`src/rtl/laser_multi_cover_pkg.sv`:
```
// rtl/laser_multi_cover_pkg.sv - shared FSM states and the squared-distance membership test
package laser_multi_cover_pkg;

  typedef enum logic [2:0] {
    ST_LOAD,
    ST_SEARCH,
    ST_EVAL,
    ST_NEXT,
    ST_FINISH
  } state_e;

  localparam int MAX_COORD_W = 8;
  localparam int D2_W        = 2 * MAX_COORD_W + 1;

  // Unsigned absolute differences, so circles never wrap across grid edges.
  function automatic logic in_circle(
    input logic [MAX_COORD_W-1:0] px,
    input logic [MAX_COORD_W-1:0] py,
    input logic [MAX_COORD_W-1:0] cx,
    input logic [MAX_COORD_W-1:0] cy,
    input logic [D2_W-1:0]        radius_sq
  );
    logic [D2_W-1:0] dx;
    logic [D2_W-1:0] dy;
    dx = D2_W'((px >= cx) ? px - cx : cx - px);
    dy = D2_W'((py >= cy) ? py - cy : cy - py);
    return (dx * dx + dy * dy) <= radius_sq;
  endfunction

endpackage

```
`src/rtl/laser_multi_cover_if.sv`:
```
// rtl/laser_multi_cover_if.sv - point-stream handshake between the source and the coverage engine
interface laser_multi_cover_if #(
  parameter int COORD_W = 4
);
  logic               in_valid;
  logic               in_ready;
  logic [COORD_W-1:0] x;
  logic [COORD_W-1:0] y;

  modport master (output in_valid, output x, output y, input in_ready);
  modport slave  (input in_valid, input x, input y, output in_ready);
endinterface

```
`src/rtl/laser_multi_cover_unit.sv`:
```
// rtl/laser_multi_cover_unit.sv - is one stored point inside the candidate or any other enabled circle
module laser_cover_unit
  import laser_multi_cover_pkg::*;
#(
  parameter int COORD_W     = 4,
  parameter int NUM_CIRCLES = 2,
  parameter int RADIUS_SQ   = 16,
  parameter int KW          = (NUM_CIRCLES > 1) ? $clog2(NUM_CIRCLES) : 1
) (
  input  logic [COORD_W-1:0]             px_i,
  input  logic [COORD_W-1:0]             py_i,
  input  logic [COORD_W-1:0]             cand_x_i,
  input  logic [COORD_W-1:0]             cand_y_i,
  input  logic [NUM_CIRCLES*COORD_W-1:0] cx_i,
  input  logic [NUM_CIRCLES*COORD_W-1:0] cy_i,
  input  logic [NUM_CIRCLES-1:0]         en_i,
  input  logic [KW-1:0]                  k_i,
  output logic                           covered_o
);
  localparam logic [D2_W-1:0] RSQ = D2_W'(RADIUS_SQ);

  always_comb begin
    covered_o = in_circle(MAX_COORD_W'(px_i), MAX_COORD_W'(py_i),
                          MAX_COORD_W'(cand_x_i), MAX_COORD_W'(cand_y_i), RSQ);
    // The circle being re-swept is represented only by the candidate.
    for (int j = 0; j < NUM_CIRCLES; j++) begin
      if (en_i[j] && (KW'(j) != k_i) &&
          in_circle(MAX_COORD_W'(px_i), MAX_COORD_W'(py_i),
                    MAX_COORD_W'(cx_i[j*COORD_W +: COORD_W]),
                    MAX_COORD_W'(cy_i[j*COORD_W +: COORD_W]), RSQ)) begin
        covered_o = 1'b1;
      end
    end
  end
endmodule

```
`src/rtl/laser_multi_cover.sv`:
```
// rtl/laser_multi_cover.sv - places NUM_CIRCLES circles by round-robin coordinate descent
module laser_multi_cover
  import laser_multi_cover_pkg::*;
#(
  parameter int  COORD_W     = 4,
  parameter int  NUM_PTS     = 40,
  parameter int  NUM_CIRCLES = 2,
  parameter int  RADIUS_SQ   = 16,
  parameter int  MAX_ROUNDS  = 6,
  localparam int CW          = $clog2(NUM_PTS + 1)
) (
  input  logic                           clk_i,
  input  logic                           rst_i,
  laser_multi_cover_if.slave             pt_if,
  output logic [NUM_CIRCLES*COORD_W-1:0] cx_o,
  output logic [NUM_CIRCLES*COORD_W-1:0] cy_o,
  output logic [CW-1:0]                  cover_o,
  output logic                           busy_o,
  output logic                           done_o
);
  localparam int GRID = 2 ** COORD_W;
  localparam int PW   = 2 * COORD_W;
  localparam int IW   = (NUM_PTS > 1) ? $clog2(NUM_PTS) : 1;
  localparam int KW   = (NUM_CIRCLES > 1) ? $clog2(NUM_CIRCLES) : 1;
  localparam int RW   = (MAX_ROUNDS > 1) ? $clog2(MAX_ROUNDS) : 1;
  localparam logic [PW-1:0] LAST_CAND = PW'(GRID * GRID - 1);

  logic [COORD_W-1:0]             pts_x_q [NUM_PTS];
  logic [COORD_W-1:0]             pts_y_q [NUM_PTS];
  state_e                         state_q;
  logic [IW-1:0]                  load_idx_q, pidx_q;
  logic [KW-1:0]                  k_q;
  logic [RW-1:0]                  round_q;
  logic [PW-1:0]                  cand_q, best_xy_q;
  logic [CW-1:0]                  count_q, best_q, prev_union_q;
  logic [NUM_CIRCLES*COORD_W-1:0] cx_q, cy_q, cx_d, cy_d;
  logic [NUM_CIRCLES-1:0]         en_q;
  logic                           covered;

  laser_cover_unit #(
    .COORD_W(COORD_W), .NUM_CIRCLES(NUM_CIRCLES), .RADIUS_SQ(RADIUS_SQ), .KW(KW)
  ) u_cover (
    .px_i(pts_x_q[pidx_q]), .py_i(pts_y_q[pidx_q]),
    .cand_x_i(cand_q[COORD_W-1:0]), .cand_y_i(cand_q[PW-1:COORD_W]),
    .cx_i(cx_q), .cy_i(cy_q), .en_i(en_q), .k_i(k_q), .covered_o(covered)
  );

  // Centres as they stand once circle k is committed to the best candidate.
  always_comb begin
    cx_d = cx_q;
    cy_d = cy_q;
    cx_d[k_q*COORD_W +: COORD_W] = best_xy_q[COORD_W-1:0];
    cy_d[k_q*COORD_W +: COORD_W] = best_xy_q[PW-1:COORD_W];
  end

  assign pt_if.in_ready = (state_q == ST_LOAD);
  assign busy_o = (state_q == ST_SEARCH) || (state_q == ST_EVAL) || (state_q == ST_NEXT);
  assign done_o = (state_q == ST_FINISH);

  always_ff @(posedge clk_i) begin
    if (rst_i) begin
      state_q      <= ST_LOAD;
      load_idx_q   <= '0;
      pidx_q       <= '0;
      k_q          <= '0;
      round_q      <= '0;
      cand_q       <= '0;
      best_xy_q    <= '0;
      count_q      <= '0;
      best_q       <= '0;
      prev_union_q <= '0;
      cx_q         <= '0;
      cy_q         <= '0;
      en_q         <= '0;
      cx_o         <= '0;
      cy_o         <= '0;
      cover_o      <= '0;
    end else begin
      case (state_q)
        ST_LOAD: if (pt_if.in_valid) begin
          pts_x_q[load_idx_q] <= pt_if.x;
          pts_y_q[load_idx_q] <= pt_if.y;
          if (load_idx_q == IW'(NUM_PTS - 1)) begin
            state_q    <= ST_SEARCH;
            load_idx_q <= '0;
            pidx_q     <= '0;
            k_q        <= '0;
            round_q    <= '0;
            cand_q     <= '0;
            count_q    <= '0;
            best_q     <= '0;
            best_xy_q  <= '0;
            en_q       <= '0;
          end else begin
            load_idx_q <= load_idx_q + IW'(1);
          end
        end
        ST_SEARCH: begin
          count_q <= count_q + CW'(covered);
          if (pidx_q == IW'(NUM_PTS - 1)) begin
            pidx_q  <= '0;
            state_q <= ST_EVAL;
          end else begin
            pidx_q <= pidx_q + IW'(1);
          end
        end
        ST_EVAL: begin
          if (count_q > best_q) begin
            best_q    <= count_q;
            best_xy_q <= cand_q;
          end
          count_q <= '0;
          if (cand_q == LAST_CAND) begin
            state_q <= ST_NEXT;
          end else begin
            cand_q  <= cand_q + PW'(1);
            state_q <= ST_SEARCH;
          end
        end
        ST_NEXT: begin
          cx_q      <= cx_d;
          cy_q      <= cy_d;
          en_q[k_q] <= 1'b1;
          cand_q    <= '0;
          best_q    <= '0;
          best_xy_q <= '0;
          if (k_q != KW'(NUM_CIRCLES - 1)) begin
            k_q     <= k_q + KW'(1);
            state_q <= ST_SEARCH;
          end else if ((round_q != '0 && best_q <= prev_union_q) ||
                       round_q == RW'(MAX_ROUNDS - 1)) begin
            state_q <= ST_FINISH;
            cx_o    <= cx_d;
            cy_o    <= cy_d;
            cover_o <= best_q;
          end else begin
            round_q      <= round_q + RW'(1);
            prev_union_q <= best_q;
            k_q          <= '0;
            state_q      <= ST_SEARCH;
          end
        end
        ST_FINISH: begin
          state_q    <= ST_LOAD;
          load_idx_q <= '0;
        end
        default: state_q <= ST_LOAD;
      endcase
    end
  end
endmodule
```
`src/flat_wrapper.sv`:
```
// flat-port wrapper written by rule: the top's interface ports become plain ports
module laser_multi_cover_flat import laser_multi_cover_pkg::*;
#(
  parameter int  COORD_W     = 4,
  parameter int  NUM_PTS     = 40,
  parameter int  NUM_CIRCLES = 2,
  parameter int  RADIUS_SQ   = 16,
  parameter int  MAX_ROUNDS  = 6,
  localparam int CW          = $clog2(NUM_PTS + 1)
)
  (clk_i, rst_i, cx_o, cy_o, cover_o, busy_o, done_o, pt_if_in_valid, pt_if_x, pt_if_y, pt_if_in_ready);
  laser_multi_cover_if #(.COORD_W(COORD_W)) pt_if_i ();
  input  logic clk_i;
  input  logic rst_i;
  output logic [NUM_CIRCLES*COORD_W-1:0] cx_o;
  output logic [NUM_CIRCLES*COORD_W-1:0] cy_o;
  output logic [CW-1:0] cover_o;
  output logic busy_o;
  output logic done_o;
  input wire logic [$bits(pt_if_i.in_valid)-1:0] pt_if_in_valid;
  input wire logic [$bits(pt_if_i.x)-1:0] pt_if_x;
  input wire logic [$bits(pt_if_i.y)-1:0] pt_if_y;
  output wire logic [$bits(pt_if_i.in_ready)-1:0] pt_if_in_ready;
  assign pt_if_i.in_valid = pt_if_in_valid;
  assign pt_if_i.x = pt_if_x;
  assign pt_if_i.y = pt_if_y;
  assign pt_if_in_ready = pt_if_i.in_ready;
  laser_multi_cover #(.COORD_W(COORD_W), .NUM_PTS(NUM_PTS), .NUM_CIRCLES(NUM_CIRCLES), .RADIUS_SQ(RADIUS_SQ), .MAX_ROUNDS(MAX_ROUNDS)) u_core (.clk_i(clk_i), .rst_i(rst_i), .pt_if(pt_if_i), .cx_o(cx_o), .cy_o(cy_o), .cover_o(cover_o), .busy_o(busy_o), .done_o(done_o));
endmodule
```
`config.mk`:
```
export PLATFORM = sky130hd
export DESIGN_NAME = laser_multi_cover_flat
export DESIGN_NICKNAME = d
export VERILOG_FILES = /design/src/rtl/laser_multi_cover_pkg.sv /design/src/rtl/laser_multi_cover_if.sv /design/src/rtl/laser_multi_cover_unit.sv /design/src/rtl/laser_multi_cover.sv /design/src/flat_wrapper.sv
export SDC_FILE = /design/constraint.sdc
export NUM_CORES = 1
export LEC_CHECK = 0
export CAP_MARGIN = 20
export CORE_ASPECT_RATIO = 1.1
export CORE_UTILIZATION = 30
export DETAILED_ROUTE_END_ITERATION = 8
export GPL_TIMING_DRIVEN = 0
export PLACE_DENSITY_LB_ADDON = 0.15
export REMOVE_ABC_BUFFERS = 1
export SLEW_MARGIN = 20
export SYNTH_ARGS = -nofsm -noshare
export SYNTH_HDL_FRONTEND = slang
export SYNTH_SLANG_ARGS = --single-unit
```
`constraint.sdc`:
```
create_clock -name clk_i -period 27.9 [get_ports clk_i]
set_input_delay 2.79 -clock clk_i [delete_from_list [all_inputs] [get_ports clk_i]]
set_output_delay 2.79 -clock clk_i [all_outputs]
set_load 0.01 [all_outputs]
```
==> summary.txt <==
Status
  • Status: complete, no violations

Placement
  • Final HPWL DP: 64630 um
  • DP Worst Slack: 13.01 ns
  • Post-DP Area: 0.03601 mm^2
  • RD Place Congestion: 0.8016
  • Buffers on Ports: 35

Global routing
  • Overall fraction of global-route tracks in use: 0.1470
  • Initial antenna violation count: 3
  • Largest net degree at the start of global routing: 70
  • First-pass GRT wire length: 129700 um
  • Vias in the first global route: 22280
  • Total gr overflow: 0

Drt
  • Routed length per instance: 18.32 um
  • Post-DRT Antenna Nets: 0
  • Via count: about 20000
  • Detailed Route WL: 81560 um
  • DR iter-0 viols: 1167
  • Drt drc: 0
  • Iteration count of the initial detailed-routing pass: 7
  • Vias/cell: roughly 4.6

Critical path
  • CP most frequent cell: fa_1
  • CP Data Required Time: 28.36 ns
  • Worst-path maximum fanout: 30
  • Critical setup path kind: reg -> reg
  • Crit-path max cell delay: ~0.9 ns
  • Crit-path slowest cell: a32oi_1
  • Critical path arrival: 14.92 ns
  • Worst Setup End Kind: register
  • Flop2flop setup slack: about 13 ns
  • CP startpoint kind: register

CTS
  • Setup repair bufs after CTS: 0
  • Clock tree buffer depth: 3
  • Max H-tree Level: 2
  • CTS Buf Count: between 40 and 50
  • Hold_buf cts: 0
  • CTS tree: done
  • PostCTS Resize Cnt: 0
  • Num Clock Sinks: about 420
  • Root Buffer: clkbuf_16
  • Reg clk slew, reported paths: 0.06 ns
  • Worst skew pair latency: around 0.6 ns

STA
  • Final WS setup: 13.44 ns
  • FMAX: 0.06916 GHz
  • Worst rel slew slack: 0.2428
  • Minimum clock period: 14.46 ns
  • Fin. Hold Viols: 0
  • Setup-failing EPs final: 0
  • Crit share post-route: 0.5183
  • Slew of the pin with the lowest slew margin: 1.136 ns
  • RSZ-0062 raised after global routing: no
  • Max-slew violations: 0
  • Setup TNS: 0 ns
  • Layout Skew: 0.03849 ns

Logic synthesis
  • Seq/Total Area, Yosys: 0.3428
  • Post-synth EDFFs: 320
  • Synth warn: 0
  • Ys async rst share: 0
  • Mapped cell area: ~0.034 mm^2
  • Ys flop type: edfxtp_1
  • Count of different cell masters after synthesis: 78
  • Post-synthesis cell count: 2893
  • Synthesized area per cell: 11.69 um^2
  • Seq cells post-synth: between 400 and 500

Cells and area
  • Fill count: 11050
  • Post-route cell area: ~0.038 mm^2
  • Syn-to-layout area delta: 11.03%
  • Share of layout cells above drive strength 1: 0.07950
  • Fin nets: 3634

Floorplan
  • Core Area: around 0.11 mm^2
  • Starting density of the core: 0.3038
  • Die Ht: 354.1 um
  • Placement row count: between 100 and 150
  • Die width: 322.1 um
  • Num ports: 36
  • Die area: 0.1141 mm^2

Worst hold path
  • Class of the worst hold path: reg -> reg

Flow run
  • Total of max-cap violations: 0
-- final timing paths --
path / start / endpoint / depth (start not counted)
max: register / u_core.count_q[4] / 41
min: u_core.cx_o[0] / u_core.cx_o[0] / 2
min reg2reg: u_core.cx_o[0] / u_core.cx_o[0] / 2
max reg2reg: register / u_core.count_q[4] / 41
-- state kept, by name, indices dropped and copies added, names as in the netlist, named ones only --
signal               count
u_core.best_q            6
u_core.best_xy_q         8
u_core.cand_q            8
u_core.count_q           6
u_core.cover_o           6
u_core.cx_o              8
u_core.cx_q              8
u_core.cy_o              8
u_core.cy_q              8
u_core.en_q              2
u_core.k_q               1
u_core.load_idx_q        6
u_core.pidx_q            6
u_core.prev_union_q      6
u_core.pts_x_q         160
u_core.pts_y_q         160
u_core.round_q           3
u_core.state_q           3
-- routing by layer --
metal,vias to the layer above,routed length (um),global-route usage
met3,82,2666,0.01426
li1,9593,-,-
met5,-,0,0
met4,0,1420,0.02952
met2,308,39730,0.2485
met1,10390,37750,0.2046
-- cell families after synthesis --
| family | synth area share |
|---|---|
| compound gates | 0.05113 |
| xor+xnor | 0.03211 |
| fa+ha+maj | 0.3433 |
| buf+inv | 0.07896 |
| flops | 0.3428 |
| mux | 0.07781 |
| simple gates | 0.07396 |
-- critical path, delay by kind of cell, from the launching register on --
| kind | cells | cell delay (ns) |
|---|---|---|
| fa+ha+maj | 12 | 5.60 |
| compound gates | 6 | 2.53 |
| simple gates | 12 | 2.24 |
| buf+inv | 7 | 1.50 |
| mux | 3 | 1.46 |
| flops | 1 | 0.80 |
| xor+xnor | 1 | 0.19 |
-- cells in the mapped netlist (10+ instances only) --
| library cell | number | area [um^2] |
|---|---|---|
| inv_1 | 638 | 2395 |
| fa_1 | 378 | 7567 |
| ha_1 | 323 | 4041 |
| edfxtp_1 | 320 | 9609 |
| nor2_1 | 192 | 720.7 |
| nand2_1 | 144 | 540.5 |
| a21oi_1 | 107 | 535.5 |
| dfxtp_1 | 99 | 1982 |
| mux4_2 | 96 | 2162 |
| xnor2_1 | 80 | 700.7 |
| o21ai_0 | 49 | 245.2 |
| clkbuf_1 | 48 | 180.2 |
| xor2_1 | 35 | 306.5 |
| nand2b_1 | 34 | 212.7 |
| mux2i_1 | 33 | 330.3 |
| nand3_1 | 30 | 150.1 |
| nor3_1 | 27 | 135.1 |
| nor2b_1 | 25 | 156.4 |
| a21o_1 | 21 | 157.7 |
| nand4_1 | 14 | 87.58 |
| buf_2 | 12 | 60.06 |
| a22oi_1 | 10 | 75.07 |
| mux2_2 | 10 | 112.6 |
| nand3b_1 | 10 | 75.07 |
| o21a_1 | 10 | 75.07 |
-- through the flow --
step	utilization	hold WS [ns]	std cells
2_1_floorplan	-	0.4326	2826
3_3_place_gp	0.3213	0.4551	4356
3_5_place_dp	0.3235	0.4509	4369
4_1_cts	0.3373	0.4596	4450
5_1_grt	0.3373	0.4927	4451
6_report	0.3373	0.4599	4452
-- placed cells by master, fill, tap and decap left out, types with 26 or more instances in the layout --
| cell | synthesis | routed |
|---|---|---|
| ha_1 | 323 | 323 |
| fa_1 | 378 | 378 |
| clkbuf_16 | 0 | 45 |
| o21ai_0 | 49 | 46 |
| mux4_2 | 96 | 96 |
| edfxtp_1 | 320 | 320 |
| mux2i_1 | 33 | 33 |
| nand3_1 | 30 | 30 |
| xor2_1 | 35 | 35 |
| inv_1 | 638 | 638 |
| a21oi_1 | 107 | 107 |
| nand2b_1 | 34 | 33 |
| nor2_1 | 192 | 189 |
| nor3_1 | 27 | 27 |
| nand2_1 | 144 | 144 |
| xnor2_1 | 80 | 80 |
| dfxtp_1 | 99 | 96 |
| clkdlybuf4s50_1 | 0 | 26 |
-- final cells by class --
type	instances	area, um^2	area share
multi-input cells	1769	19570	0.5211
flip-flops and latches	419	11600	0.3089
inverters	638	2395	0.06378
well taps	1495	1871	0.04982
clock buffers	52	1172	0.03122
repair buffers	49	583.1	0.01553
clock inverters	29	359.1	0.009563
diodes	1	2.502	0.00006664
Power is not shown: default switching activity piles up to over one toggle a cycle in this logic, so the estimate is an artifact.
